===== src/rtl/vec_lane_sequencer_pkg.sv =====
// vec_seq_pkg: sequencer states and ALU opcodes
package vec_seq_pkg;
  typedef enum logic [1:0] {IDLE, RUN, DONE} state_t;
  localparam logic [1:0] OP_ADD = 2'b00;
  localparam logic [1:0] OP_MUL = 2'b01;
  localparam logic [1:0] OP_DIV = 2'b10;
  localparam logic [1:0] OP_SUB = 2'b11;
endpackage


===== src/rtl/vec_lane_sequencer_elem_select.sv =====
// vec_elem_select: extracts lane idx from a packed element vector
module vec_elem_select #(
  parameter int WIDTH = 3,
  parameter int LANES = 4
) (
  input  logic [LANES*(WIDTH+1)-1:0] vec,
  input  logic [$clog2(LANES)-1:0]   idx,
  output logic [WIDTH:0]             elem
);
  localparam int IW = $clog2(LANES);
  always_comb begin
    elem = '0;
    for (int i = 0; i < LANES; i++) elem = (idx == IW'(i)) ? vec[i*(WIDTH+1) +: WIDTH+1] : elem;
  end
endmodule


===== src/rtl/vec_lane_sequencer.sv =====
// vec_lane_sequencer: streams vector lanes through a shared scalar ALU and reassembles the result
module vec_lane_sequencer
  import vec_seq_pkg::*;
#(
  parameter int WIDTH = 3,
  parameter int LANES = 4
) (
  input  logic                       clk,
  input  logic                       rst,
  input  logic                       in_valid,
  output logic                       in_ready,
  input  logic [LANES*(WIDTH+1)-1:0] vec_a,
  input  logic [LANES*(WIDTH+1)-1:0] vec_b,
  input  logic [1:0]                 op,
  input  logic                       ci,
  output logic [WIDTH:0]             alu_a,
  output logic [WIDTH:0]             alu_b,
  output logic [1:0]                 alu_op,
  output logic                       alu_ci,
  input  logic [WIDTH:0]             alu_out,
  input  logic                       alu_cero,
  input  logic                       alu_negativo,
  output logic                       out_valid,
  input  logic                       out_ready,
  output logic [LANES*(WIDTH+1)-1:0] vec_out,
  output logic [LANES-1:0]           cero_mask,
  output logic [LANES-1:0]           neg_mask,
  output logic                       all_zero
);
  localparam int IW = $clog2(LANES);
  localparam int E = WIDTH + 1;
  localparam logic [IW-1:0] LAST = IW'(LANES - 1);
  state_t state, nxt;
  logic [IW-1:0] idx;
  logic [LANES*E-1:0] opa, opb;
  logic [1:0] opr;
  logic cir;
  logic [WIDTH:0] ela, elb;
  vec_elem_select #(.WIDTH(WIDTH), .LANES(LANES)) sel_a (.vec(opa), .idx(idx), .elem(ela));
  vec_elem_select #(.WIDTH(WIDTH), .LANES(LANES)) sel_b (.vec(opb), .idx(idx), .elem(elb));
  always_ff @(posedge clk) begin
    if (rst) begin
      state <= IDLE;
      idx <= '0;
      opa <= '0;
      opb <= '0;
      opr <= '0;
      cir <= 1'b0;
      vec_out <= '0;
      cero_mask <= '0;
      neg_mask <= '0;
    end else begin
      state <= nxt;
      if (state == IDLE && in_valid) begin
        opa <= vec_a;
        opb <= vec_b;
        opr <= op;
        cir <= ci;
        idx <= '0;
        vec_out <= '0;
        cero_mask <= '0;
        neg_mask <= '0;
      end
      if (state == RUN) begin
        for (int i = 0; i < LANES; i++)
          if (idx == IW'(i)) begin
            vec_out[i*E +: E] <= alu_out;
            cero_mask[i] <= alu_cero;
            neg_mask[i] <= alu_negativo;
          end
        idx <= (idx == LAST) ? idx : idx + IW'(1);
      end
    end
  end
  always_comb begin
    nxt = (state == IDLE) ? (in_valid ? RUN : IDLE) :
          (state == RUN)  ? ((idx == LAST) ? DONE : RUN) :
          (out_ready ? IDLE : DONE);
    in_ready = state == IDLE;
    out_valid = state == DONE;
    all_zero = out_valid && &cero_mask;
    alu_a = (state == RUN) ? ela : '0;
    alu_b = (state == RUN) ? elb : '0;
    alu_op = (state == RUN) ? opr : 2'b00;
    alu_ci = (state == RUN) && cir;
  end
endmodule


===== config.mk =====
export PLATFORM = sky130hd
export DESIGN_NAME = vec_lane_sequencer
export DESIGN_NICKNAME = d
export VERILOG_FILES = /design/src/rtl/vec_lane_sequencer_pkg.sv /design/src/rtl/vec_lane_sequencer_elem_select.sv /design/src/rtl/vec_lane_sequencer.sv
export SDC_FILE = /design/constraint.sdc
export NUM_CORES = 1
export LEC_CHECK = 0
export ABC_AREA = 1
export CAP_MARGIN = 20
export CORE_ASPECT_RATIO = 0.8
export CORE_UTILIZATION = 45
export DETAILED_ROUTE_END_ITERATION = 8
export GPL_TIMING_DRIVEN = 0
export PLACE_DENSITY = 0.77
export SYNTH_ARGS = -nofsm -noshare
export SYNTH_HDL_FRONTEND = slang
export SYNTH_HIERARCHICAL = 1
export SYNTH_SLANG_ARGS = --single-unit

===== constraint.sdc =====
create_clock -name clk -period 1.7 [get_ports clk]
set_input_delay 0.34 -clock clk [delete_from_list [all_inputs] [get_ports clk]]
set_output_delay 0.34 -clock clk [all_outputs]
set_load 0.02 [all_outputs]

# Yosys cells after proc, flatten, opt, wreduce, memory -nomap -nowiden

Cells that the tools add are included.

Bits in registers: 63
Bits in latches: 0
RAM bits: 0
Memory bits (read-only): 0
Output and inout bits: 38
Logic and storage cells: 61
Memories: 0

Add/subtract/negate cells: 1
$mul: 0
Div/mod/pow operators: 0
$lt $le $gt $ge: 0
Eq/ne operators: 6
Shift-type cells: 0
Multiplexer cells: 37
Bitwise logic cells: 0
Reductions and logical operators: 8

Operators by type and width:

| cell                                                | number |
|---|---|
| 2-to-1 mux 4 bit                                    | 18 |
| 2-to-1 mux 16 bit                                   | 2 |
| 2-to-1 mux 2 bit                                    | 8 |
| 2-to-1 mux 1 bit                                    | 9 |
| equality test 2 bit, second input constant          | 3 |
| equality test 2 x 1 -> 1 bit, second input constant | 2 |
| zero test 2 bit                                     | 2 |
| AND reduction 4 bit                                 | 1 |
| logical AND 1 bit                                   | 3 |
| adder 2 x 1 -> 2 bit, second input constant         | 1 |
| inequality test 2 bit, second input constant        | 1 |
| AND reduction 2 bit                                 | 1 |
| nonzero test 2 bit                                  | 1 |

# Longest topological paths before layout

Gate-level depths: netlist of the first run.

Depth in word-level cells: 6
Mapped depth: 8

# Hierarchy

Netlist of the first run, hierarchy kept.

By module, submodules not included:

| module             | times used | cells each | area each (um^2) | seq. area each (um^2) |
|---|---|---|---|---|
| vec_lane_sequencer | 1          | 343        | 2,499.9          | 1,261.2 |
| vec_elem_select    | 2          | 25         | 141.4            | 0.0 |

# Worst setup path before layout of the first run

OpenSTA, ideal clock, no wires.

Path type: reg2out
From: reg state[1]
To: out alu_a[0]
Arrival: 1.042 ns
Required time: 1.360 ns
Slack: 0.318 ns
Stages on the path, launching flop included: 5
Buffers on the path: 1
Path through: dfxtp_1 > inv_1 > nand2_2 > buf_1 > nor2_1

Word-level cells in the longest chain between the ends: 2

Ends and longest elaborated chain:

| element                      | RTL line                 | source |
|---|---|---|
| from (decl)                  | vec_lane_sequencer.sv:33 | `state_t state, nxt;` |
| from (signal assigned)       | vec_lane_sequencer.sv:53 | `state <= nxt;` |
| equality test 2 x 1 -> 1 bit | vec_lane_sequencer.sv:82 | `alu_a = (state == RUN) ? ela : '0;` |
| 2-to-1 mux 4 bit             | vec_lane_sequencer.sv:82 |  |
| to (decl)                    | vec_lane_sequencer.sv:16 | `output logic [WIDTH:0] alu_a,` |

Every way passes these cells.

# Worst setup path in the final report of the first run

From: reg idx[0]
To: out alu_b[0]

Word-level cells in the longest chain between the ends: 6

Ends and longest elaborated chain:

| element                        | RTL line                             | source |
|---|---|---|
| from (decl)                    | vec_lane_sequencer.sv:34             | `logic [IW-1:0] idx;` |
| from (signal assigned)         | vec_lane_sequencer.sv:71             | `idx <= (idx == LAST) ? idx : idx + IW'(1);` |
| zero test 2 bit                | vec_lane_sequencer_elem_select.sv:13 | `for (int i = 0; i < LANES; i++) elem = (idx == IW'(i)) ? vec[i*(WIDTH+1) +: WIDTH+1] : elem;` |
| 2-to-1 mux 4 bit (3 in series) | vec_lane_sequencer_elem_select.sv:13 |  |
| 2-to-1 mux 4 bit (*)           | vec_lane_sequencer_elem_select.sv:13 |  |
| via elb[0]                     | vec_lane_sequencer.sv:38             | `logic [WIDTH:0] ela, elb;` |
| 2-to-1 mux 4 bit (*)           | vec_lane_sequencer.sv:83             | `alu_b = (state == RUN) ? elb : '0;` |
| to (decl)                      | vec_lane_sequencer.sv:17             | `output logic [WIDTH:0] alu_b,` |

The timed path passes the listed nets; every way through them passes the cells marked *.

==> results of run 1 <==
==> synthesized netlist by cell type, drive strengths merged <==
cell type and number:
nor2 115, dfxtp 63, nand2 49, o21ai 41, inv 32, a21oi 28
nand3 27, buf 18, nand4 9, clkbuf 5, ha 4, nor3 1
or2 1
==> power by group through the flow <==
stage | Clock, mW | Combinational (mW) | Sequential, mW
3_5_place_dp | 0 | 0.711 | 1.68
6_report | 1.36 | 0.811 | 1.65
3_3_place_gp | 0 | 0.696 | 1.68
4_1_cts | 1.37 | 0.763 | 1.65
5_1_grt | 1.42 | 0.897 | 1.67
2_1_floorplan | 0 | 0.410 | 1.69
==> state kept, by name (all words and copies together), names as in the netlist <==
signal / count
cero_mask: 4
cir: 1
idx: 2
neg_mask: 4
opa: 16
opb: 16
opr: 2
state: 2
vec_out: 16
==> worst reg2reg max path, delay by kind of cell (launching register included) <==
family / cells / cell delay, ps
buffers and inverters: 4 / 550
DFF: 1 / 370
and+or+nand+nor: 4 / 330
adders and majority gates: 1 / 160
==> routing by layer <==
metal,up-vias,routed length (um),share of wire,global-route usage
li1,1472,-,-,-
met1,1323,3400,0.45,0.301
met2,91,3590,0.48,0.384
met3,7,451,0.060,0.0629
met4,0,61,0.0081,0.0591
met5,-,0,0,0
==> final cells by class <==
type                    count  area (sq um)
flip-flops and latches     63          1270
inverters                  32           125
clock buffers              13           169
multi-input cells         275          1290
fillers                   489          1850
plain buffers              23           173
clock inverters             3          40.0
well taps                  81           101
repair buffers             97           921
==> how the worst max path moves through the flow <==
stage | startpoint | slack [ps] | cells past startpoint | end
floorplan | state[1] | 320 | 4 | alu_a[0]
global placement | state[1] | -350 | 5 | alu_op[1]
detailed placement | state[1] | -390 | 5 | alu_op[1]
CTS | idx[1] | -130 | 8 | alu_a[0]
global route | idx[0] | -250 | 8 | alu_a[3]
finish | idx[0] | -160 | 8 | alu_b[0]
==> metrics by stage <==
step / util / power (mW) / setup TNS (ps)
floorplan: - / 2.10 / 0
global placement: 0.623 / 2.37 / -3250
finish: 0.688 / 3.82 / -741
detailed placement: 0.623 / 2.39 / -3630
CTS: 0.673 / 3.78 / -628
global route: 0.688 / 3.99 / -1470
==> kinds of logic after synthesis <==
group / after synthesis
fa+ha+maj: 4
simple gates: 202
flops: 63
compound gates: 69
buf+inv: 55
==> placed cells by master, fill, tap and decap left out, types with 5 or more instances in the layout <==
master,Yosys,final
sky130_fd_sc_hd__nand2_2,1,6
sky130_fd_sc_hd__nor2_1,109,109
sky130_fd_sc_hd__clkdlybuf4s50_1,0,66
sky130_fd_sc_hd__a21oi_1,28,28
sky130_fd_sc_hd__inv_1,26,25
sky130_fd_sc_hd__buf_6,7,8
sky130_fd_sc_hd__nand4_1,9,9
sky130_fd_sc_hd__dfxtp_1,63,60
sky130_fd_sc_hd__o21ai_1,14,14
sky130_fd_sc_hd__nand3_1,27,24
sky130_fd_sc_hd__buf_2,9,10
sky130_fd_sc_hd__clkbuf_8,0,12
sky130_fd_sc_hd__clkbuf_1,5,6
sky130_fd_sc_hd__inv_2,5,5
sky130_fd_sc_hd__nand2_1,47,40
sky130_fd_sc_hd__o21ai_0,27,27
sky130_fd_sc_hd__buf_4,0,21
==> what timing repair did <==
item	in CTS	in global routing
pin swaps	7	10
hold endpoints to repair	0	0
buffers inserted	8	7
gates cloned	0	0
gates resized for setup	79	12
endpoints found under the setup margin	14	13
==> metrics.log, run 1 <==
INFO  metric status = finished, violations left
INFO  metric violations_in_the_final_reports = setup timing
INFO  metric timing.hold.worst.class = reg -> reg
INFO  metric crit_family = buffers and inverters
INFO  metric root_buffer = sky130_fd_sc_hd__clkbuf_8
INFO  metric p_int = 2.76 mW
INFO  metric tritoncts.num_buffers = 9
INFO  metric seq_power_share = 0.433
INFO  metric fin_nets = 550
INFO  metric synth_largest_type_area_fraction = 0.453
INFO  metric floorplan.initialDensity = 0.468
INFO  metric grt_start_max_net_pins = 11
INFO  metric finalMaxSlewViolations = 0
INFO  metric synth.mux.area_fraction = 0
INFO  metric initial_antenna_violation_count = 0
INFO  metric final-setup-viol-count = 8
INFO  metric yosys.area_share.xor_xnor = 0
INFO  metric syn_to_final_growth = 47.0%
INFO  metric crit_path_cell_trace = buf_8, nor2_4, buf_6, nand2_2, nand4_1, inv_1, nor2_1, buf_4
INFO  metric initialDrtViolationCount = 159
INFO  metric ys_seq_elements = 63
INFO  metric dp_worst_setup_slack = -389 ps
INFO  metric dr.pass1.iters = 4
INFO  metric synth.distinct_cells = 22
INFO  metric core_area = 0.00594 sq mm
INFO  metric ff2ff_path_depth = 9
INFO  metric groute.usage.overall = 0.231
INFO  metric cp_max_fo = 7
INFO  metric synthCells = 393
INFO  metric worst_path_max_delay_cell = sky130_fd_sc_hd__dfxtp_4
INFO  metric reg_to_reg_slack_setup = 200 ps
INFO  metric site_row_count = 25
INFO  metric worstSetupPathType = reg -> out
INFO  metric antennaDiodeCount = 0
INFO  metric power_density = 934 mW/mm^2
INFO  metric holdBufCountCts = 0
INFO  metric detail_routed_net_length_per_standard_cell = 12.8 um
INFO  metric portBuffers = 82
INFO  metric p_clk_frac = 0.355
INFO  metric headroom_to_the_max_slew_limit = 0.701
INFO  metric cts_max_level = 3
INFO  metric worstSetupEndpointType = output pin
INFO  metric post_synth_and_or_nand_nor_area_fraction = 0.307
INFO  metric cp_data_arrival_time = 1520 ps
INFO  metric power.net_switching = 1.06 mW
INFO  metric hp-start = opa[14]
INFO  metric synth.cell_area = 0.00278 sq mm
INFO  metric grt_first_pass_wirelength = 11,900 um
INFO  metric die_w = 89.9 um
INFO  metric worst_pin_slew = 448 ps
INFO  metric ys_warn_count = 6
INFO  metric grt_overflow = 0
INFO  metric synth.area.top_cells = sky130_fd_sc_hd__dfxtp_1 (45%), sky130_fd_sc_hd__nor2_1 (15%), sky130_fd_sc_hd__nand2_1 (6.3%), sky130_fd_sc_hd__a21oi_1 (5.0%), sky130_fd_sc_hd__nand3_1 (4.9%)
INFO  metric rr_startpoint = idx[0]
INFO  metric maxClockFrequency = 539 MHz
INFO  metric clock_skew = 4.01 ps
INFO  metric timing.final.crit_period = 1860 ps
INFO  metric drc = 0
INFO  metric design.die.area = 0.00650 sq mm
INFO  metric share_of_the_yosys_chip_area_belonging_to_registers = 0.453
INFO  metric total_leakage_power = 1.77 nW
INFO  metric vias = 2,893
INFO  metric critical_path.startpoint_type = register
INFO  metric dp_hpwl = 5320 um
INFO  metric first_global_vias = 2,573
INFO  metric r2r-end = vec_out[11]
INFO  metric cp.buffers_inverters = 4
INFO  metric final.setup.worst_slack = -156 ps
INFO  metric p_sw_frac = 0.278
INFO  metric finalHoldViolations = 0
INFO  metric area_fraction_in_compound_gates_after_synthesis = 0.124
INFO  metric detail_route.wirelength = 7510 um
INFO  metric final_wtd_congestion = 0.868
INFO  metric dpl.cell_count = 556
INFO  metric clkTransAtPathRegs = 70 ps
INFO  metric final_min_period_over_clock_period = 1.09
INFO  metric worst_ep_required_time = 1360 ps
INFO  metric timing.hold.ws = 485 ps
INFO  metric ratio_of_cells_with_drive_above_1_in_the_final_layout = 0.172
INFO  metric synthDominantAreaCellType = sky130_fd_sc_hd__dfxtp_1
INFO  metric hold-path-endpoint = opa[14]
INFO  metric via_per_inst = 4.93
INFO  metric fin_cells = 587
INFO  metric ir_drop = 583 uV
INFO  metric rsz0062_at_grt = yes
INFO  metric syn_nets = 442
INFO  metric placement.cell_area = 0.00370 sq mm
INFO  metric ios = 83
INFO  metric sink_count_of_the_clock_tree = 63
INFO  metric tritoncts = built
INFO  metric antenna_left = 0
INFO  metric pwr-share-comb = 0.212
INFO  metric worst_skew_pair.late_latency = 340 ps
INFO  metric synth_top_family_by_area = simple AND/OR/NAND/NOR gates
INFO  metric max-cap-violations = 0
INFO  metric hold_path_depth = 2
INFO  metric synth.avg_cell_area = 7.08 sq um
INFO  metric critPathMaxStageDelay = 370 ps
INFO  metric fin_area = 0.00409 sq mm
INFO  metric synth_fa_ha_area_frac = 0.0180
INFO  metric die_height = 72.3 um
INFO  metric max-clock-path-buffers = 2
Power figures use the tool's default switching activity.
==> inputs of run 2 (changes only) <==
--- a/config.mk
+++ b/config.mk
@@ -11,7 +11,7 @@
 export CORE_UTILIZATION = 45
 export DETAILED_ROUTE_END_ITERATION = 8
 export GPL_TIMING_DRIVEN = 0
-export PLACE_DENSITY = 0.77
+export PLACE_DENSITY_LB_ADDON = 0.12
 export SYNTH_ARGS = -nofsm -noshare
 export SYNTH_HDL_FRONTEND = slang
 export SYNTH_HIERARCHICAL = 1
==> metrics.log, run 2 (synthesized netlist as in run 1, its figures left out) <==
INFO  metric finalHoldViolations = 0 (unchanged)
INFO  metric clkTransAtPathRegs = 70 ps (about the same)
INFO  metric worstSetupEndpointType = output pin (unchanged)
INFO  metric pwr-share-comb = 0.216 (was 0.212)
INFO  metric initial_antenna_violation_count = 0 (unchanged)
INFO  metric drc = 0 (unchanged)
INFO  metric p_clk_frac = 0.346 (was 0.355)
INFO  metric fin_cells = 586 (was 587)
INFO  metric dr.pass1.iters = 4 (unchanged)
INFO  metric worst_ep_required_time = 1360 ps (about the same)
INFO  metric grt_start_max_net_pins = 12 (was 11)
INFO  metric placement.cell_area = 0.00370 sq mm (unchanged)
INFO  metric via_per_inst = 4.99 (was 4.93)
INFO  metric antenna_left = 0 (unchanged)
INFO  metric r2r-end = vec_out[10] (was vec_out[11])
INFO  metric sink_count_of_the_clock_tree = 63 (unchanged)
INFO  metric hp-start = opa[5] (was opa[14])
INFO  metric design.die.area = 0.00650 sq mm (unchanged)
INFO  metric groute.usage.overall = 0.241 (was 0.231)
INFO  metric die_w = 89.9 um (unchanged)
INFO  metric worst_skew_pair.late_latency = 340 ps (about the same)
INFO  metric dp_worst_setup_slack = -365 ps (was -389 ps)
INFO  metric power_density = 922 mW/mm^2 (was 934 mW/mm^2)
INFO  metric clock_skew = 5.27 ps (was 4.01 ps)
INFO  metric power.net_switching = 1.09 mW (was 1.06 mW)
INFO  metric total_power = 3.77 mW (was 3.82 mW)
INFO  metric site_row_count = 25 (unchanged)
INFO  metric violations_in_the_final_reports = setup timing (unchanged)
INFO  metric tritoncts = built (unchanged)
INFO  metric die_height = 72.3 um (unchanged)
INFO  metric ir_drop = 579 uV (was 583 uV)
INFO  metric first_global_vias = 2,598 (was 2,573)
INFO  metric ratio_of_cells_with_drive_above_1_in_the_final_layout = 0.164 (was 0.172)
INFO  metric total_leakage_power = 1.76 nW (was 1.77 nW)
INFO  metric detail_routed_net_length_per_standard_cell = 13.3 um (was 12.8 um)
INFO  metric hold_path_depth = 2 (unchanged)
INFO  metric root_buffer = sky130_fd_sc_hd__clkbuf_8 (unchanged)
INFO  metric ff2ff_path_depth = 9 (unchanged)
INFO  metric worstSetupPathType = reg -> out (unchanged)
INFO  metric antennaDiodeCount = 0 (unchanged)
INFO  metric dpl.cell_count = 556 (unchanged)
INFO  metric vias = 2,927 (was 2,893)
INFO  metric core_area = 0.00594 sq mm (unchanged)
INFO  metric most_common_cell_after_layout_fill_and_taps_aside = sky130_fd_sc_hd__nor2_1 (unchanged)
INFO  metric portBuffers = 82 (unchanged)
INFO  metric worst_pin_slew = 447 ps (was 448 ps)
INFO  metric ios = 83 (unchanged)
INFO  metric p_sw_frac = 0.289 (was 0.278)
INFO  metric reg_to_reg_slack_setup = 190 ps (was 200 ps)
INFO  metric finalMaxSlewViolations = 0 (unchanged)
INFO  metric worst_path_max_delay_cell = sky130_fd_sc_hd__dfxtp_4 (unchanged)
INFO  metric hold-path-endpoint = opa[5] (was opa[14])
INFO  metric crit_path_cell_trace = buf_8, nor2_4, buf_6, nand2_1, nand4_1, inv_1, nor2_1, buf_4 (was buf_8, nor2_4, buf_6, nand2_2, nand4_1, inv_1, nor2_1, buf_4)
INFO  metric final.setup.worst_slack = -126 ps (was -156 ps)
INFO  metric rr_startpoint = idx[0] (unchanged)
INFO  metric cts_max_level = 3 (unchanged)
INFO  metric timing.final.crit_period = 1830 ps (was 1860 ps)
INFO  metric final-setup-viol-count = 8 (unchanged)
INFO  metric critPathMaxStageDelay = 370 ps (about the same)
INFO  metric seq_power_share = 0.439 (was 0.433)
INFO  metric cp_data_arrival_time = 1490 ps (was 1520 ps)
INFO  metric maxClockFrequency = 548 MHz (was 539 MHz)
INFO  metric initialDrtViolationCount = 136 (was 159)
INFO  metric dp_hpwl = 5370 um (was 5320 um)
INFO  metric cp_max_fo = 5 (was 7)
INFO  metric p_int = 2.68 mW (was 2.76 mW)
INFO  metric most-common-layout-cells = sky130_fd_sc_hd__nor2_1 (109), sky130_fd_sc_hd__clkdlybuf4s50_1 (66), sky130_fd_sc_hd__dfxtp_1 (60), sky130_fd_sc_hd__nand2_1 (45), sky130_fd_sc_hd__a21oi_1 (28) (was sky130_fd_sc_hd__nor2_1 (109), sky130_fd_sc_hd__clkdlybuf4s50_1 (66), sky130_fd_sc_hd__dfxtp_1 (60), sky130_fd_sc_hd__nand2_1 (40), sky130_fd_sc_hd__a21oi_1 (28))
INFO  metric tritoncts.num_buffers = 9 (unchanged)
INFO  metric syn_to_final_growth = 47.0% (about the same)
INFO  metric max-clock-path-buffers = 2 (unchanged)
INFO  metric detail_route.wirelength = 7790 um (was 7510 um)
INFO  metric status = finished, violations left (unchanged)
INFO  metric final_min_period_over_clock_period = 1.07 (was 1.09)
INFO  metric grt_first_pass_wirelength = 12,100 um (was 11,900 um)
INFO  metric timing.hold.worst.class = reg -> reg (unchanged)
INFO  metric final_wtd_congestion = 0.887 (was 0.868)
INFO  metric rsz0062_at_grt = yes (unchanged)
INFO  metric filler_cell_count = 528 (was 489)
INFO  metric fin_area = 0.00409 sq mm (about the same)
INFO  metric timing.hold.ws = 486 ps (was 485 ps)
INFO  metric grt_overflow = 0 (unchanged)
INFO  metric floorplan.initialDensity = 0.468 (unchanged)
INFO  metric headroom_to_the_max_slew_limit = 0.702 (was 0.701)
INFO  metric biggest_regs = opa (16), opb (16), vec_out (16) (unchanged)
INFO  metric fin_nets = 549 (was 550)
INFO  metric max-cap-violations = 0 (unchanged)
INFO  metric critical_path.startpoint_type = register (unchanged)
## run 2: changes by cell type in the layout (fill, tap and decap cells not counted), moves of 2 or more
cell / delta
sky130_fd_sc_hd__clkbuf_8: -2
sky130_fd_sc_hd__clkinvlp_4: +2
sky130_fd_sc_hd__nand2_1: +5
sky130_fd_sc_hd__nand2_2: -4
## run 2: per-layer routing
| layer | vias to the layer above | global-route usage | routed length, um |
|---|---|---|---|
| li1 | 1468 | - | - |
| met1 | 1337 | 0.315 | 3540 |
| met2 | 104 | 0.393 | 3630 |
| met3 | 18 | 0.0608 | 496 |
| met4 | 0 | 0.0860 | 124 |
| met5 | - | 0 | 0 |
## run 2: area by class of cell
class,instances,area [sq um],area share
Timing Repair Buffer,96,952,0.233
Multi-Input combinational cell,275,1270,0.311
Clock buffer,10,138,0.0336
Sequential cell,63,1270,0.310
Inverter,32,128,0.0312
Buffer,23,169,0.0413
Tap cell,81,101,0.0248
Clock inverter,6,60.1,0.0147
## run 2: power by group through the flow
stage	clock [mW]	sequential, mW	combinational, mW
global placement	0	1.68	0.698
global route	1.37	1.66	0.895
CTS	1.31	1.65	0.776
finish	1.30	1.65	0.814
detailed placement	0	1.68	0.712
floorplan	0	1.69	0.410
## run 2: timing repair
| item | in CTS | in global routing |
|---|---|---|
| pin swaps | 6 | 2 |
| setup endpoints to repair | 14 | 14 |
| buffers inserted | 5 | 7 |
| resized for setup | 70 | 14 |
| cloned | 2 | 0 |
| hold buffers | 0 | 0 |
## run 2: how the worst max path moves through the flow
stage | start | to | slack [ps] | depth (start not counted)
finish | idx[0] | alu_b[3] | -130 | 8
global route | idx[0] | alu_b[3] | -180 | 8
CTS | idx[0] | alu_b[3] | -110 | 8
detailed placement | state[1] | alu_op[0] | -360 | 5
global placement | state[1] | alu_op[0] | -330 | 5
floorplan | state[1] | alu_a[0] | 320 | 4
## run 2: per-stage QoR
stage	setup TNS [ps]	utilization
global route	-1210	0.688
finish	-555	0.688
global placement	-3060	0.623
detailed placement	-3390	0.623
CTS	-434	0.673
floorplan	0	-
## run 2: worst max-delay path: cells and delay by family (launching register included)
kind | cells | cell delay, ps
DFF | 1 | 370
buffers and inverters | 4 | 430
and+or+nand+nor | 4 | 340
